### config.mk
export PLATFORM = sky130hd
export DESIGN_NAME = axi_master_arbiter_r_flat
export DESIGN_NICKNAME = d
export VERILOG_FILES = /design/src/rtl/axi_master_arbiter_r_if.sv /design/src/rtl/axi_master_arbiter_r.sv /design/src/flat_wrapper.sv
export SDC_FILE = /design/constraint.sdc
export NUM_CORES = 1
export LEC_CHECK = 0
export ABC_CLOCK_PERIOD_IN_PS = 2700
export BUFFER_PORTS_ARGS = -buffer_cell sky130_fd_sc_hd__buf_4
export CORE_AREA = 2 2 123 125
export CTS_CLUSTER_SIZE = 24
export DETAILED_ROUTE_END_ITERATION = 8
export DIE_AREA = 0 0 125 127
export RECOVER_POWER = 100
export SETUP_SLACK_MARGIN = 0.5
export SLEW_MARGIN = 5
export SYNTH_ARGS = -nofsm -noshare
export SYNTH_HDL_FRONTEND = slang
export SYNTH_SLANG_ARGS = --single-unit
export TNS_END_PERCENT = 1
### constraint.sdc
create_clock -name ACLK -period 2.7 [get_ports ACLK]
set_clock_uncertainty 0.2 [all_clocks]
set_input_delay 0 -clock ACLK [delete_from_list [all_inputs] [get_ports ACLK]]
set_output_delay 0 -clock ACLK [all_outputs]
set_load 0.01 [all_outputs]
### src/rtl/axi_master_arbiter_r_if.sv
// AXI4 read-address/read-data channel bundle shared by the two-master read arbiter.
// 'master' is the side that issues AR and accepts R; 'slave' is the side that answers.
interface axi_master_arbiter_r_if #(
  parameter int DATA_WIDTH = 32,
  parameter int ADDR_WIDTH = 32,
  parameter int ID_WIDTH   = 1,
  parameter int USER_WIDTH = 1
);
  logic [ID_WIDTH-1:0]   ARID;
  logic [ADDR_WIDTH-1:0] ARADDR;
  logic [7:0]            ARLEN;
  logic [2:0]            ARSIZE;
  logic [1:0]            ARBURST;
  logic                  ARLOCK;
  logic [3:0]            ARCACHE;
  logic [2:0]            ARPROT;
  logic [3:0]            ARQOS;
  logic [3:0]            ARREGION;
  logic [USER_WIDTH-1:0] ARUSER;
  logic                  ARVALID;
  logic                  ARREADY;
  logic [ID_WIDTH-1:0]   RID;
  logic [DATA_WIDTH-1:0] RDATA;
  logic [1:0]            RRESP;
  logic                  RLAST;
  logic [USER_WIDTH-1:0] RUSER;
  logic                  RVALID;
  logic                  RREADY;

  modport master (
    output ARID, ARADDR, ARLEN, ARSIZE, ARBURST, ARLOCK, ARCACHE, ARPROT, ARQOS, ARREGION,
           ARUSER, ARVALID, RREADY,
    input  ARREADY, RID, RDATA, RRESP, RLAST, RUSER, RVALID
  );
  modport slave (
    input  ARID, ARADDR, ARLEN, ARSIZE, ARBURST, ARLOCK, ARCACHE, ARPROT, ARQOS, ARREGION,
           ARUSER, ARVALID, RREADY,
    output ARREADY, RID, RDATA, RRESP, RLAST, RUSER, RVALID
  );
endinterface

### src/rtl/axi_master_arbiter_r.sv
// Two-master AXI4 read arbiter: grant held from AR accept through RLAST handshake.
// Define AXI_RD_ARB_RR_EN for round-robin tie-break; otherwise m0 wins ties.
module axi_master_arbiter_r #(
  parameter int DATA_WIDTH = 32,
  parameter int ADDR_WIDTH = 32,
  parameter int ID_WIDTH   = 1,
  parameter int USER_WIDTH = 1
) (
  input  logic                   ACLK,
  input  logic                   ARESET,
  axi_master_arbiter_r_if.slave  m0,
  axi_master_arbiter_r_if.slave  m1,
  axi_master_arbiter_r_if.master s,
  output logic                   m0_rgrnt,
  output logic                   m1_rgrnt
);
  typedef enum logic [1:0] {IDLE, ADDR, DATA} state_t;

  typedef struct packed {
    logic [ID_WIDTH-1:0]   id;
    logic [ADDR_WIDTH-1:0] addr;
    logic [7:0]            len;
    logic [2:0]            size;
    logic [1:0]            burst;
    logic                  lock;
    logic [3:0]            cache;
    logic [2:0]            prot;
    logic [3:0]            qos;
    logic [3:0]            region;
    logic [USER_WIDTH-1:0] user;
    logic                  valid;
  } ar_t;

  typedef struct packed {
    logic [ID_WIDTH-1:0]   id;
    logic [DATA_WIDTH-1:0] data;
    logic [1:0]            resp;
    logic                  last;
    logic [USER_WIDTH-1:0] user;
    logic                  valid;
  } r_t;

  state_t        state, state_nxt;
  logic [1:0]    grant, grant_nxt;
  logic [1:0]    req, m_rready, ar_rdy;
  logic          r_rdy, pick_m0, tie_m0, rlast_hs;
  ar_t [1:0]     m_ar;
  ar_t           s_ar;
  r_t            s_r;
  r_t [1:0]      m_r;

  assign m_ar[0] = {m0.ARID, m0.ARADDR, m0.ARLEN, m0.ARSIZE, m0.ARBURST, m0.ARLOCK,
                    m0.ARCACHE, m0.ARPROT, m0.ARQOS, m0.ARREGION, m0.ARUSER, m0.ARVALID};
  assign m_ar[1] = {m1.ARID, m1.ARADDR, m1.ARLEN, m1.ARSIZE, m1.ARBURST, m1.ARLOCK,
                    m1.ARCACHE, m1.ARPROT, m1.ARQOS, m1.ARREGION, m1.ARUSER, m1.ARVALID};
  assign s_r      = {s.RID, s.RDATA, s.RRESP, s.RLAST, s.RUSER, s.RVALID};
  assign req      = {m1.ARVALID, m0.ARVALID};
  assign m_rready = {m1.RREADY, m0.RREADY};
  assign rlast_hs = s.RVALID & r_rdy & s.RLAST;

`ifdef AXI_RD_ARB_RR_EN
  logic last_owner;  // 1 = m1 owned the last burst, so m0 wins the next tie

  always_ff @(posedge ACLK) begin
    if (ARESET)                        last_owner <= 1'b1;
    else if (state == DATA && rlast_hs) last_owner <= grant[1];
  end

  assign tie_m0 = last_owner;
`else
  assign tie_m0 = 1'b1;
`endif

  assign pick_m0 = req[0] & (~req[1] | tie_m0);

  always_ff @(posedge ACLK) begin
    if (ARESET) begin
      state <= IDLE;
      grant <= 2'b00;
    end else begin
      state <= state_nxt;
      grant <= grant_nxt;
    end
  end

  // ARLEN is deliberately ignored: only the RLAST handshake releases the grant.
  always_comb begin
    state_nxt = state;
    grant_nxt = grant;
    case (state)
      IDLE: if (|req) begin
        grant_nxt = pick_m0 ? 2'b01 : 2'b10;
        state_nxt = ADDR;
      end
      ADDR: if (s_ar.valid && s.ARREADY) state_nxt = DATA;
      DATA: if (rlast_hs) begin
        grant_nxt = 2'b00;
        state_nxt = IDLE;
      end
      default: begin
        grant_nxt = 2'b00;
        state_nxt = IDLE;
      end
    endcase
  end

  // Zero-cycle forwarding; everything not owned by the grant holder is held at 0.
  always_comb begin
    s_ar   = '0;
    m_r    = '0;
    ar_rdy = 2'b00;
    r_rdy  = 1'b0;
    case (state)
      ADDR: begin
        s_ar   = grant[1] ? m_ar[1] : m_ar[0];
        ar_rdy = grant & {2{s.ARREADY}};
      end
      DATA: begin
        for (int i = 0; i < 2; i++)
          if (grant[i]) m_r[i] = s_r;
        r_rdy = |(grant & m_rready);
      end
      default: ;
    endcase
  end

  assign {s.ARID, s.ARADDR, s.ARLEN, s.ARSIZE, s.ARBURST, s.ARLOCK, s.ARCACHE, s.ARPROT,
          s.ARQOS, s.ARREGION, s.ARUSER, s.ARVALID} = s_ar;
  assign s.RREADY   = r_rdy;
  assign m0.ARREADY = ar_rdy[0];
  assign m1.ARREADY = ar_rdy[1];
  assign {m0.RID, m0.RDATA, m0.RRESP, m0.RLAST, m0.RUSER, m0.RVALID} = m_r[0];
  assign {m1.RID, m1.RDATA, m1.RRESP, m1.RLAST, m1.RUSER, m1.RVALID} = m_r[1];
  assign m0_rgrnt = grant[0];
  assign m1_rgrnt = grant[1];
endmodule

### src/flat_wrapper.sv
// flat-port wrapper written by rule: the top's interface ports become plain ports
module axi_master_arbiter_r_flat 
#(
  parameter int DATA_WIDTH = 32,
  parameter int ADDR_WIDTH = 32,
  parameter int ID_WIDTH   = 1,
  parameter int USER_WIDTH = 1
)
  (ACLK, ARESET, m0_rgrnt, m1_rgrnt, m0_ARID, m0_ARADDR, m0_ARLEN, m0_ARSIZE, m0_ARBURST, m0_ARLOCK, m0_ARCACHE, m0_ARPROT, m0_ARQOS, m0_ARREGION, m0_ARUSER, m0_ARVALID, m0_RREADY, m0_ARREADY, m0_RID, m0_RDATA, m0_RRESP, m0_RLAST, m0_RUSER, m0_RVALID, m1_ARID, m1_ARADDR, m1_ARLEN, m1_ARSIZE, m1_ARBURST, m1_ARLOCK, m1_ARCACHE, m1_ARPROT, m1_ARQOS, m1_ARREGION, m1_ARUSER, m1_ARVALID, m1_RREADY, m1_ARREADY, m1_RID, m1_RDATA, m1_RRESP, m1_RLAST, m1_RUSER, m1_RVALID, s_ARID, s_ARADDR, s_ARLEN, s_ARSIZE, s_ARBURST, s_ARLOCK, s_ARCACHE, s_ARPROT, s_ARQOS, s_ARREGION, s_ARUSER, s_ARVALID, s_RREADY, s_ARREADY, s_RID, s_RDATA, s_RRESP, s_RLAST, s_RUSER, s_RVALID);
  axi_master_arbiter_r_if #(.DATA_WIDTH(DATA_WIDTH), .ADDR_WIDTH(ADDR_WIDTH), .ID_WIDTH(ID_WIDTH), .USER_WIDTH(USER_WIDTH)) m0_i ();
  axi_master_arbiter_r_if #(.DATA_WIDTH(DATA_WIDTH), .ADDR_WIDTH(ADDR_WIDTH), .ID_WIDTH(ID_WIDTH), .USER_WIDTH(USER_WIDTH)) m1_i ();
  axi_master_arbiter_r_if #(.DATA_WIDTH(DATA_WIDTH), .ADDR_WIDTH(ADDR_WIDTH), .ID_WIDTH(ID_WIDTH), .USER_WIDTH(USER_WIDTH)) s_i ();
  input  logic ACLK;
  input  logic ARESET;
  output logic m0_rgrnt;
  output logic m1_rgrnt;
  input wire logic [$bits(m0_i.ARID)-1:0] m0_ARID;
  input wire logic [$bits(m0_i.ARADDR)-1:0] m0_ARADDR;
  input wire logic [$bits(m0_i.ARLEN)-1:0] m0_ARLEN;
  input wire logic [$bits(m0_i.ARSIZE)-1:0] m0_ARSIZE;
  input wire logic [$bits(m0_i.ARBURST)-1:0] m0_ARBURST;
  input wire logic [$bits(m0_i.ARLOCK)-1:0] m0_ARLOCK;
  input wire logic [$bits(m0_i.ARCACHE)-1:0] m0_ARCACHE;
  input wire logic [$bits(m0_i.ARPROT)-1:0] m0_ARPROT;
  input wire logic [$bits(m0_i.ARQOS)-1:0] m0_ARQOS;
  input wire logic [$bits(m0_i.ARREGION)-1:0] m0_ARREGION;
  input wire logic [$bits(m0_i.ARUSER)-1:0] m0_ARUSER;
  input wire logic [$bits(m0_i.ARVALID)-1:0] m0_ARVALID;
  input wire logic [$bits(m0_i.RREADY)-1:0] m0_RREADY;
  output wire logic [$bits(m0_i.ARREADY)-1:0] m0_ARREADY;
  output wire logic [$bits(m0_i.RID)-1:0] m0_RID;
  output wire logic [$bits(m0_i.RDATA)-1:0] m0_RDATA;
  output wire logic [$bits(m0_i.RRESP)-1:0] m0_RRESP;
  output wire logic [$bits(m0_i.RLAST)-1:0] m0_RLAST;
  output wire logic [$bits(m0_i.RUSER)-1:0] m0_RUSER;
  output wire logic [$bits(m0_i.RVALID)-1:0] m0_RVALID;
  input wire logic [$bits(m1_i.ARID)-1:0] m1_ARID;
  input wire logic [$bits(m1_i.ARADDR)-1:0] m1_ARADDR;
  input wire logic [$bits(m1_i.ARLEN)-1:0] m1_ARLEN;
  input wire logic [$bits(m1_i.ARSIZE)-1:0] m1_ARSIZE;
  input wire logic [$bits(m1_i.ARBURST)-1:0] m1_ARBURST;
  input wire logic [$bits(m1_i.ARLOCK)-1:0] m1_ARLOCK;
  input wire logic [$bits(m1_i.ARCACHE)-1:0] m1_ARCACHE;
  input wire logic [$bits(m1_i.ARPROT)-1:0] m1_ARPROT;
  input wire logic [$bits(m1_i.ARQOS)-1:0] m1_ARQOS;
  input wire logic [$bits(m1_i.ARREGION)-1:0] m1_ARREGION;
  input wire logic [$bits(m1_i.ARUSER)-1:0] m1_ARUSER;
  input wire logic [$bits(m1_i.ARVALID)-1:0] m1_ARVALID;
  input wire logic [$bits(m1_i.RREADY)-1:0] m1_RREADY;
  output wire logic [$bits(m1_i.ARREADY)-1:0] m1_ARREADY;
  output wire logic [$bits(m1_i.RID)-1:0] m1_RID;
  output wire logic [$bits(m1_i.RDATA)-1:0] m1_RDATA;
  output wire logic [$bits(m1_i.RRESP)-1:0] m1_RRESP;
  output wire logic [$bits(m1_i.RLAST)-1:0] m1_RLAST;
  output wire logic [$bits(m1_i.RUSER)-1:0] m1_RUSER;
  output wire logic [$bits(m1_i.RVALID)-1:0] m1_RVALID;
  output wire logic [$bits(s_i.ARID)-1:0] s_ARID;
  output wire logic [$bits(s_i.ARADDR)-1:0] s_ARADDR;
  output wire logic [$bits(s_i.ARLEN)-1:0] s_ARLEN;
  output wire logic [$bits(s_i.ARSIZE)-1:0] s_ARSIZE;
  output wire logic [$bits(s_i.ARBURST)-1:0] s_ARBURST;
  output wire logic [$bits(s_i.ARLOCK)-1:0] s_ARLOCK;
  output wire logic [$bits(s_i.ARCACHE)-1:0] s_ARCACHE;
  output wire logic [$bits(s_i.ARPROT)-1:0] s_ARPROT;
  output wire logic [$bits(s_i.ARQOS)-1:0] s_ARQOS;
  output wire logic [$bits(s_i.ARREGION)-1:0] s_ARREGION;
  output wire logic [$bits(s_i.ARUSER)-1:0] s_ARUSER;
  output wire logic [$bits(s_i.ARVALID)-1:0] s_ARVALID;
  output wire logic [$bits(s_i.RREADY)-1:0] s_RREADY;
  input wire logic [$bits(s_i.ARREADY)-1:0] s_ARREADY;
  input wire logic [$bits(s_i.RID)-1:0] s_RID;
  input wire logic [$bits(s_i.RDATA)-1:0] s_RDATA;
  input wire logic [$bits(s_i.RRESP)-1:0] s_RRESP;
  input wire logic [$bits(s_i.RLAST)-1:0] s_RLAST;
  input wire logic [$bits(s_i.RUSER)-1:0] s_RUSER;
  input wire logic [$bits(s_i.RVALID)-1:0] s_RVALID;
  assign m0_i.ARID = m0_ARID;
  assign m0_i.ARADDR = m0_ARADDR;
  assign m0_i.ARLEN = m0_ARLEN;
  assign m0_i.ARSIZE = m0_ARSIZE;
  assign m0_i.ARBURST = m0_ARBURST;
  assign m0_i.ARLOCK = m0_ARLOCK;
  assign m0_i.ARCACHE = m0_ARCACHE;
  assign m0_i.ARPROT = m0_ARPROT;
  assign m0_i.ARQOS = m0_ARQOS;
  assign m0_i.ARREGION = m0_ARREGION;
  assign m0_i.ARUSER = m0_ARUSER;
  assign m0_i.ARVALID = m0_ARVALID;
  assign m0_i.RREADY = m0_RREADY;
  assign m0_ARREADY = m0_i.ARREADY;
  assign m0_RID = m0_i.RID;
  assign m0_RDATA = m0_i.RDATA;
  assign m0_RRESP = m0_i.RRESP;
  assign m0_RLAST = m0_i.RLAST;
  assign m0_RUSER = m0_i.RUSER;
  assign m0_RVALID = m0_i.RVALID;
  assign m1_i.ARID = m1_ARID;
  assign m1_i.ARADDR = m1_ARADDR;
  assign m1_i.ARLEN = m1_ARLEN;
  assign m1_i.ARSIZE = m1_ARSIZE;
  assign m1_i.ARBURST = m1_ARBURST;
  assign m1_i.ARLOCK = m1_ARLOCK;
  assign m1_i.ARCACHE = m1_ARCACHE;
  assign m1_i.ARPROT = m1_ARPROT;
  assign m1_i.ARQOS = m1_ARQOS;
  assign m1_i.ARREGION = m1_ARREGION;
  assign m1_i.ARUSER = m1_ARUSER;
  assign m1_i.ARVALID = m1_ARVALID;
  assign m1_i.RREADY = m1_RREADY;
  assign m1_ARREADY = m1_i.ARREADY;
  assign m1_RID = m1_i.RID;
  assign m1_RDATA = m1_i.RDATA;
  assign m1_RRESP = m1_i.RRESP;
  assign m1_RLAST = m1_i.RLAST;
  assign m1_RUSER = m1_i.RUSER;
  assign m1_RVALID = m1_i.RVALID;
  assign s_ARID = s_i.ARID;
  assign s_ARADDR = s_i.ARADDR;
  assign s_ARLEN = s_i.ARLEN;
  assign s_ARSIZE = s_i.ARSIZE;
  assign s_ARBURST = s_i.ARBURST;
  assign s_ARLOCK = s_i.ARLOCK;
  assign s_ARCACHE = s_i.ARCACHE;
  assign s_ARPROT = s_i.ARPROT;
  assign s_ARQOS = s_i.ARQOS;
  assign s_ARREGION = s_i.ARREGION;
  assign s_ARUSER = s_i.ARUSER;
  assign s_ARVALID = s_i.ARVALID;
  assign s_RREADY = s_i.RREADY;
  assign s_i.ARREADY = s_ARREADY;
  assign s_i.RID = s_RID;
  assign s_i.RDATA = s_RDATA;
  assign s_i.RRESP = s_RRESP;
  assign s_i.RLAST = s_RLAST;
  assign s_i.RUSER = s_RUSER;
  assign s_i.RVALID = s_RVALID;
  axi_master_arbiter_r #(.DATA_WIDTH(DATA_WIDTH), .ADDR_WIDTH(ADDR_WIDTH), .ID_WIDTH(ID_WIDTH), .USER_WIDTH(USER_WIDTH)) u_core (.ACLK(ACLK), .ARESET(ARESET), .m0(m0_i), .m1(m1_i), .s(s_i), .m0_rgrnt(m0_rgrnt), .m1_rgrnt(m1_rgrnt));
endmodule
# --- Word level (Yosys, flattened, before mapping) ---
# Cells that the tools add are included.
word_totals:
  elab_cells: 32
  reg_bits: 4
  output_inout_bits: 145
  inputBits: 171
classes:
  eq_ne: 5
  n_mux: 14
  n_bitwise: 5
  reduce_logical: 6
ops:
  columns: ["cell", "count"]
  rows:
  - ["two-way mux 64 bit", 2]
  - ["two-way mux 38 bit", 2]
  - ["two-way mux 76 bit", 1]
  - ["two-way mux 2 bit", 6]
  - ["case mux 2 bit (3 select lines)", 2]
  - ["!= test 2 x 1 -> 1 bit, second input constant", 3]
  - ["AND reduction 3 bit", 2]
  - ["bitwise AND 2 bit", 2]
  - ["OR reduction 2 bit", 2]
  - ["bitwise AND 1 bit", 2]
  - ["equality test 2 x 1 -> 1 bit, second input constant", 1]
  - ["equality test 2 bit, second input constant", 1]
  - ["zero test 2 bit", 1]
  - ["logical AND 1 bit", 1]
  - ["two-way mux 1 bit", 1]
  - ["inverter 1 bit", 1]

# --- Logic depth before layout (Yosys ltp) ---
# Gate-level depths: netlist of run 1.
logic_depth:
  depth_word: 7
  ltp_mapped: 5
  ltp_nobuf: 3

# --- Worst setup path before layout of run 1 ---
# Ideal clock, no wire load.
synth_path:
  path_type: "reg-to-output"
  start: "reg u_core.grant[1]"
  end: "out s_ARADDR[0]"
  path_slack_ns: 1.348
  arrival_ns: 1.152
  required_ns: 2.500
  stages_incl_launch_ff: 6
  path_buffers: 3
  path_cell_list: "dfxtp_1 > buf_2 > buf_4 > buf_4 > mux2i_1 > nor2_1"
synth_via:
  elab_chain_cells: 2
synth_lines:
  columns: ["element", "line", "source"]
  rows:
  - ["start: declaration", "axi_master_arbiter_r.sv:44", "logic [1:0] grant, grant_nxt;"]
  - ["start signal: assignment", "axi_master_arbiter_r.sv:82", "grant <= grant_nxt;"]
  - ["two-way mux 64 bit", "axi_master_arbiter_r.sv:115", "s_ar = grant[1] ? m_ar[1] : m_ar[0];"]
  - ["two-way mux 64 bit", "axi_master_arbiter_r.sv:113", "case (state)"]
  - ["end: declaration", "flat_wrapper.sv:58", "output wire logic [$bits(s_i.ARADDR)-1:0] s_ARADDR;"]
# No other way between the ends.

# --- Final worst setup path of run 1 ---
layout_path:
  start: "reg u_core.grant[1]"
  end: "out m1_RDATA[28]"
layout_via:
  elab_chain_cells: 2
layout_lines:
  columns: ["element", "line", "source"]
  rows:
  - ["two-way mux 38 bit", "axi_master_arbiter_r.sv:120", "if (grant[i]) m_r[i] = s_r;"]
  - ["two-way mux 76 bit", "axi_master_arbiter_r.sv:113", null]
  - ["end: declaration", "flat_wrapper.sv:52", "output wire logic [$bits(m1_i.RDATA)-1:0] m1_RDATA;"]
# No other way between the ends.

==> results of run 1 <==
[worst paths after layout]
kind                    from         endpoint  slack, ns  cells past startpoint
min reg2reg  u_core.state[1]  u_core.state[1]       0.43                      2
min                s_ARREADY  u_core.state[1]      0.006                      3
max reg2reg  u_core.grant[1]  u_core.grant[1]       0.69                      4
max          u_core.grant[1]     m1_RDATA[28]       0.58                      4
[tightest hold or removal path: stages]
cell	delay, ns
buf_4	0.11
nor3b_1	0.15
o2bb2ai_1	0.12
[placed cells by master, fill, tap and decap left out, types with 2 or more instances in the layout]
master / count
buf_4: 205
clkbuf_1: 113
nor2_1: 65
mux2i_1: 64
and2_1: 48
and2_0: 28
dlygate4sd3_1: 6
and3_1: 4
clkbuf_16: 3
dfxtp_1: 3
inv_1: 2
nor3_1: 2
nand2_1: 2
nand2b_1: 2
clkbuf_2: 2
[final cells by class]
class                      count  area, um2  share of cell area [%]
timing repair buffer         327       2060                    51.7
tap                          184        230                    5.79
sequential                     4       83.8                    2.11
clock buffer                   4       78.8                    1.98
multi-input combinational    228       1520                    38.1
inverter                       3       11.3                   0.283
[routing by layer]
| metal | share of wire (%) | up-vias | global-route usage [%] |
|---|---|---|---|
| met5 | 0 | - | 0 |
| met4 | 1.0 | 0 | 3.40 |
| met3 | 9.5 | 4 | 2.43 |
| met2 | 50 | 197 | 21.9 |
| met1 | 39 | 1275 | 13.8 |
| li1 | - | 1459 | - |
[per-stage QoR]
stage	instance area, um2	hold slack [ns]
floorplan	1760	-0.127
global placement	4280	0.00239
detailed placement	4280	0.000432
CTS	4420	0.00248
finish	3980	0.00636
global route	3980	0.0193
[state kept, by name (all words and copies together), names as in the netlist]
register / flops
u_core.grant: 2
u_core.state: 2
[kinds of logic after synthesis]
| logic type | after synthesis | synth area share [%] |
|---|---|---|
| simple gates | 157 | 46.3 |
| mux | 65 | 37.0 |
| buf+inv | 27 | 9.45 |
| compound gates | 6 | 2.70 |
| flops | 4 | 4.55 |
[power breakdown]
group	switching (uW)	internal, uW	total [uW]
Sequential	20.7	64.4	85.0
Combinational	250	291	542
Clock	43.8	195	239
==> metrics.md, run 1 <==
| Metric | Value |
|---|---|
| Post-DP HPWL | between 9000 and 10,000 um |
| Final setup TNS | 0 ns |
| Synth cell types | 26 |
| Largest net degree at the start of global routing | 66 |
| Fmax | around 470 MHz |
| Worst rel slew slack | between 50% and 60% |
| Final Power | roughly 870 uW |
| Asr flop ratio synth | 0% |
| Register area share after synthesis | under 10% |
| Placeable Area | between 0.01 and 0.015 mm2 |
| Worst Hold Class | in -> reg |
| Die X | 125 um |
| Most frequent cell after synthesis | and2_1 |
| Status | finished, final reports clean |
| TritonCTS Buffers | 3 |
| Drt wl/cell | 14.1 um |
| CTS root buf | clkbuf_16 |
| Area of the mapped netlist | around 0.0018 mm2 |
| Critical-path top delay cell | dfxtp_4 |
| Worst Path Arrival | around 1.9 ns |
| Synth top area share | approximately 36% |
| Crit end category | output pin |
| Antenna violations before repair | 0 |
| Row cnt | 44 |
| Ratio of cells with drive above 1 in the final layout | a little under two fifths |
| Post-synth EDFFs | 0 |
| Cell count after placement | 740 |
| Die area | between 0.015 and 0.02 mm2 |
| Final-layout fill cell count | 1,702 |
| Commonest cells in the netlist | 76 x and2_1, 65 x nor2_1, 64 x mux2i_1, 13 x buf_2, 5 x buf_4 |
| First-pass GRT wire length | 15,000 um |
| Vias | around 3,000 |
| Post-Syn Nets | 430 |
| Fin util | between 20 and 30% |
| GRT Overall Usage | roughly an eighth |
| Remaining global-route overflow | 0 |
| Synth warn | 0 |
| Area Growth Syn to Fin | 126% |
| Layout net count | ~740 |
| Setup bufs post-CTS | 0 |
| Port Buf Inserts | between 300 and 400 |
| Synth Area per Inst | 6.80 um2 |
| Detail Route Antenna Nets | 0 |
| Worst slew pin tran | 0.720 ns |
| Fin crit share | 78.6% |
| WL final | approximately 11,000 um |
| CP Launch Type | flip-flop |
| Fin. max-slew vios | 0 |
| Synth area leader | mux2i_1 |
| Finished Layout Cells | 750 |
| CTS Sinks | 4 |
| Dpl ws | 0.985 ns |
| RePlAce Congestion | between 0.7 and 0.8 |
| Post-CTS Hold Buffers | 6 |
| PostCTS Resize Cnt | 0 |
| Die H | around 130 um |
| 1st-pass router iterations | 4 |
| CTS tree | done |
| Fin. Hold Viols | 0 |
| Synth top area cells | mux2i_1 36%, and2_1 27%, nor2_1 14%, dfxtp_1 4.5%, buf_2 3.7% |
| WP buf/inv | 2 |
| H-tree levels | 1 |
| Slowest stage delay, CP | 0.63 ns |
| Crit-path cells | and3_1 > clkbuf_2 > and2_1 > clkbuf_1 |
| Power density cells | 218 mW/mm2 |
| Static Leak | approximately 0.0018 uW |
| Worst vdd ir | 0.159 mV |
| WP data required | roughly 2.5 ns |
| Critical Path Fanout Max | 38 |
| Synth Register Bits | 4 |
| Starting Density | about 12% |
| I/O pin total | approximately 320 |
| RSZ-0062 raised after global routing | no |
| Vias in the first global route | between 2,000 and 3,000 |
| Top FF cell, synth | dfxtp_1 |
| # diodes | 0 |
| Register clock-pin slew on the reported worst setup and hold paths | about 0.03 ns |
| CTS max path bufs | 2 |
| Drc violations | 0 |
| Syn Inst Count | around 260 |
| Max_cap viols | 0 |
| CP Class | reg -> out |
| Via density | 3.91 |
| Clk_lat worst skew | about 0.23 ns |
| Min cycle time layout | roughly 2.1 ns |
| DRT iter0 DRCs | between 50 and 60 |
| Setup Viol. Count Final | 0 |
| Family with the most delay on the worst path | flip-flops |
| Fin worst setup slack | slightly below 0.6 ns |
No activity file was read; power rests on OpenSTA's default activity.
==> run 2, diff against run 1 <==
- ABC_AREA: default -> 1
- ABC_CLOCK_PERIOD_IN_PS: 2700 -> 1900
- CORE_AREA: 2 2 123 125 -> 2 2 121 123
- DIE_AREA: 0 0 125 127 -> 0 0 123 125
- clock period: 2.7 -> 1.9 ns (I/O delays scaled with it)
==> metrics.md, run 2 <==
| Metric | Value |
|---|---|
| R2R Path End | u_core.grant[1] |
| Largest net degree at the start of global routing | 39 (-41%) |
| Hold Path Cell Cnt | 6 (+3) |
| Vias in the first global route | 3,243 (+16%) |
| Port Buf Inserts | 315 (unchanged) |
| Drt wl/cell | 14.6 um (+3.1%) |
| Synth top area cells | nand2_1 29%, a21oi_2 23%, nor2_1 16%, inv_1 8.4%, buf_6 6.0% |
| Die H | 125 um (-1.6%) |
| Power share of the clock group | 20.5% (-7.1 points) |
| Reg2reg setup slack | 0.55 ns (-0.14 ns) |
| Antenna violations before repair | 0 (unchanged) |
| CP Class | reg -> out |
| Footprint of the multi-input gates | 0.00143 mm2 (-5.8%) |
| First-pass GRT wire length | 16,200 um (+7.5%) |
| Setup Viol. Count Final | 0 (unchanged) |
| Via density | 4.02 (+2.8%) |
| Fin crit share | about nine tenths |
| Status | finished, final reports clean |
| CP Launch Type | flip-flop |
| Vias | 3,565 (+21%) |
| Post-Syn Nets | 549 (+28%) |
| Worst R2R Start | u_core.grant[1] |
| Die X | 123 um (-1.6%) |
| Synth cell types | 17 (-35%) |
| DRT iter0 DRCs | 84 (+45%) |
| Starting Density | 13.2% (+1.0 points) |
| Min-delay src | m0_RREADY |
| Critical Path Fanout Max | 7 (-82%) |
| Sequential share of power | 6.5% (-3.3 points) |
| Fin. max-slew vios | 0 (unchanged) |
| 1st-pass router iterations | 4 (unchanged) |
| Critical-path top delay cell | dfxtp_4 |
| Placeable Area | 0.0142 mm2 (-1.5%) |
| Slowest stage delay, CP | 0.35 ns (-0.28 ns) |
| Final setup TNS | 0 ns (unchanged) |
| Hold endpoint | u_core.state[1] |
| Synth Register Bits | 4 (unchanged) |
| # diodes | 0 (unchanged) |
| Most frequent cell after synthesis | nand2_1 |
| WL final | 12,900 um (+22%) |
| Worst rel slew slack | 72.7% (+21 points) |
| Most frequent cells in the layout | 227 x buf_4, 144 x nand2_1, 88 x clkbuf_1, 78 x nor2_1, 51 x a21oi_2 |
| Post-DP HPWL | 8470 um (-7.1%) |
| Reg2reg path depth | 7 (+3) |
| Family with the most delay on the worst path | buffers and inverters |
| Biggest regs | u_core.grant (2), u_core.state (2) |
| Leading cell type in the layout, fill and taps excluded | buf_4 |
| Min cycle time layout | about 1.7 ns |
| Asr flop ratio synth | 0% (unchanged) |
| Top FF cell, synth | dfxtp_1 |
| Synth area leader | nand2_1 |
| Final-layout fill cell count | 1,637 (-3.8%) |
| Sw frac | 39.4% (+3.0 points) |
| Drc violations | 0 (unchanged) |
| Synth warn | 0 (unchanged) |
| Synth Area per Inst | 4.97 um2 (-27%) |
| Remaining global-route overflow | 0 (unchanged) |
| Synth top area share | 28.8% (-7.6 points) |
| WP buf/inv | 5 (+3) |
| GRT Overall Usage | 13.2% (+1.4 points) |
| RSZ-0062 raised after global routing | yes |
| Area Growth Syn to Fin | 151% |
| Worst Hold Class | in -> reg |
| Area of the mapped netlist | 0.00188 mm2 (+6.7%) |
| Register clock-pin slew on the reported worst setup and hold paths | 0.03 ns (about the same) |
| Fmax | about 590 MHz |
| Worst vdd ir | 0.178 mV (+12%) |
| Worst slew pin tran | 0.410 ns (-0.310 ns) |
| Die area | 0.0154 mm2 (-3.1%) |
| CTS Sinks | 4 (unchanged) |
| I/O pin total | 316 (unchanged) |
| Ratio of cells with drive above 1 in the final layout | 46.0% (+7.8 points) |
| Worst Path Arrival | 1.48 ns (-0.44 ns) |
| P_sw | 634 uW (+100%) |
| Row cnt | 44 (unchanged) |
| Post-route cell area | 0.00471 mm2 (+18%) |
| CTS tree | done |
| P_int | 976 uW (+77%) |
| Register area share after synthesis | 4.26% (-0.28 points) |
| Crit end category | output pin |
| Commonest cells in the netlist | 144 x nand2_1, 78 x nor2_1, 50 x a21oi_2, 42 x inv_1, 17 x a21oi_1 |
| Fin. Hold Viols | 0 (unchanged) |
| Share of power burned in combinational logic | 73.0% (+10 points) |
| CTS max path bufs | 2 (unchanged) |
| CTS root buf | clkbuf_16 |
| DP Area | 0.00437 mm2 (+2.1%) |
| WP data required | 1.70 ns (-0.80 ns) |
| Static Leak | 0.00246 uW (+36%) |
| TritonCTS Buffers | 3 (unchanged) |
| Crit-path cells | inv_2 > nor2_4 > buf_12 > inv_12 > buf_16 > a21oi_1 > buf_6 |
| RePlAce Congestion | 0.768 (+2.4%) |
| Detail Route Antenna Nets | 0 (unchanged) |
| Seq. cell area | 88.8 um2 (+6.0%) |
| Max_cap viols | 0 (unchanged) |
| Post-synth EDFFs | 0 (unchanged) |
| Hold_ws | 0.0392 ns (+0.0328 ns) |
| Syn Inst Count | 378 (+46%) |
| Power density cells | 342 mW/mm2 (+57%) |
| H-tree levels | 1 (unchanged) |
| Layout net count | 875 (+19%) |
| Clk_lat worst skew | 0.23 ns (about the same) |
==> run 2: worst max path at each step <==
stage	from	endpoint	slack, ns	depth (start not counted)
2_1_floorplan	u_core.grant[1]	s_ARADDR[24]	0.60	4
3_3_place_gp	u_core.state[0]	s_ARPROT[2]	0.47	6
3_5_place_dp	u_core.state[0]	s_ARPROT[2]	0.48	6
4_1_cts	u_core.state[0]	s_ARADDR[15]	0.34	6
5_1_grt	u_core.grant[1]	m1_RDATA[9]	0.17	5
6_report	u_core.state[0]	s_ARBURST[1]	0.22	7
==> run 2: through the flow <==
step | setup slack, ns | cells | utilization [%] | power (uW)
6_report | 0.217 | 886 | 33.1 | 1610
5_1_grt | 0.168 | 886 | 33.1 | 1720
4_1_cts | 0.341 | 866 | 32.8 | 1530
3_5_place_dp | 0.480 | 855 | 30.7 | 1080
3_3_place_gp | 0.466 | 855 | 30.7 | 1080
2_1_floorplan | 0.604 | 378 | - | 544
==> run 2: logic make-up (layout without fill, tap and decap cells) <==
logic type	after synthesis	in the layout	synth area share, %
DFF	4	4	4.26
AOI/OAI and AO/OA	69	69	28.4
and+or+nand+nor	230	230	47.0
buffers and inverters	75	399	20.4
==> run 2: per-layer routing <==
layer / part of all wire, % / GRT usage (%) / up-vias
li1: - / - / 1792
met2: 52 / 25.8 / 198
met4: 0.50 / 2.21 / 0
met1: 38 / 14.7 / 1571
met5: 0 / 0 / -
met3: 9.5 / 2.51 / 4
==> run 2: power by group through the flow <==
stage / logic [uW] / clock network (uW) / registers (uW)
floorplan: 443 / 0 / 100
global route: 1280 / 343 / 105
detailed placement: 980 / 0 / 102
CTS: 1090 / 336 / 105
finish: 1180 / 331 / 104
global placement: 980 / 0 / 102
==> run 2: worst register-to-register path: cells and delay by family (launching register included) <==
kind	cells	cell delay (ns)
compound gates	1	0.16
buf+inv	1	0.15
flops	1	0.40
simple gates	5	0.35
==> run 2: final cells by class <==
type | instances | area share (%)
Clock buffer | 3 | 1.60
Tap cell | 184 | 4.89
Timing Repair Buffer | 349 | 56.9
Timing Repair inverter | 1 | 0.186
Inverter | 46 | 4.20
Sequential cell | 4 | 1.89
Multi-Input combinational cell | 299 | 30.4
==> run 2: what timing repair did <==
action / 4_1_cts / 5_1_grt
hold buffers: 4 / 0
setup endpoints to repair: 142 / 143
buffers inserted: 0 / 7
cloned: 4 / 13
endpoints found under the hold margin: 4 / 0
pin swaps: 1 / 1
resized for setup: 19 / 28
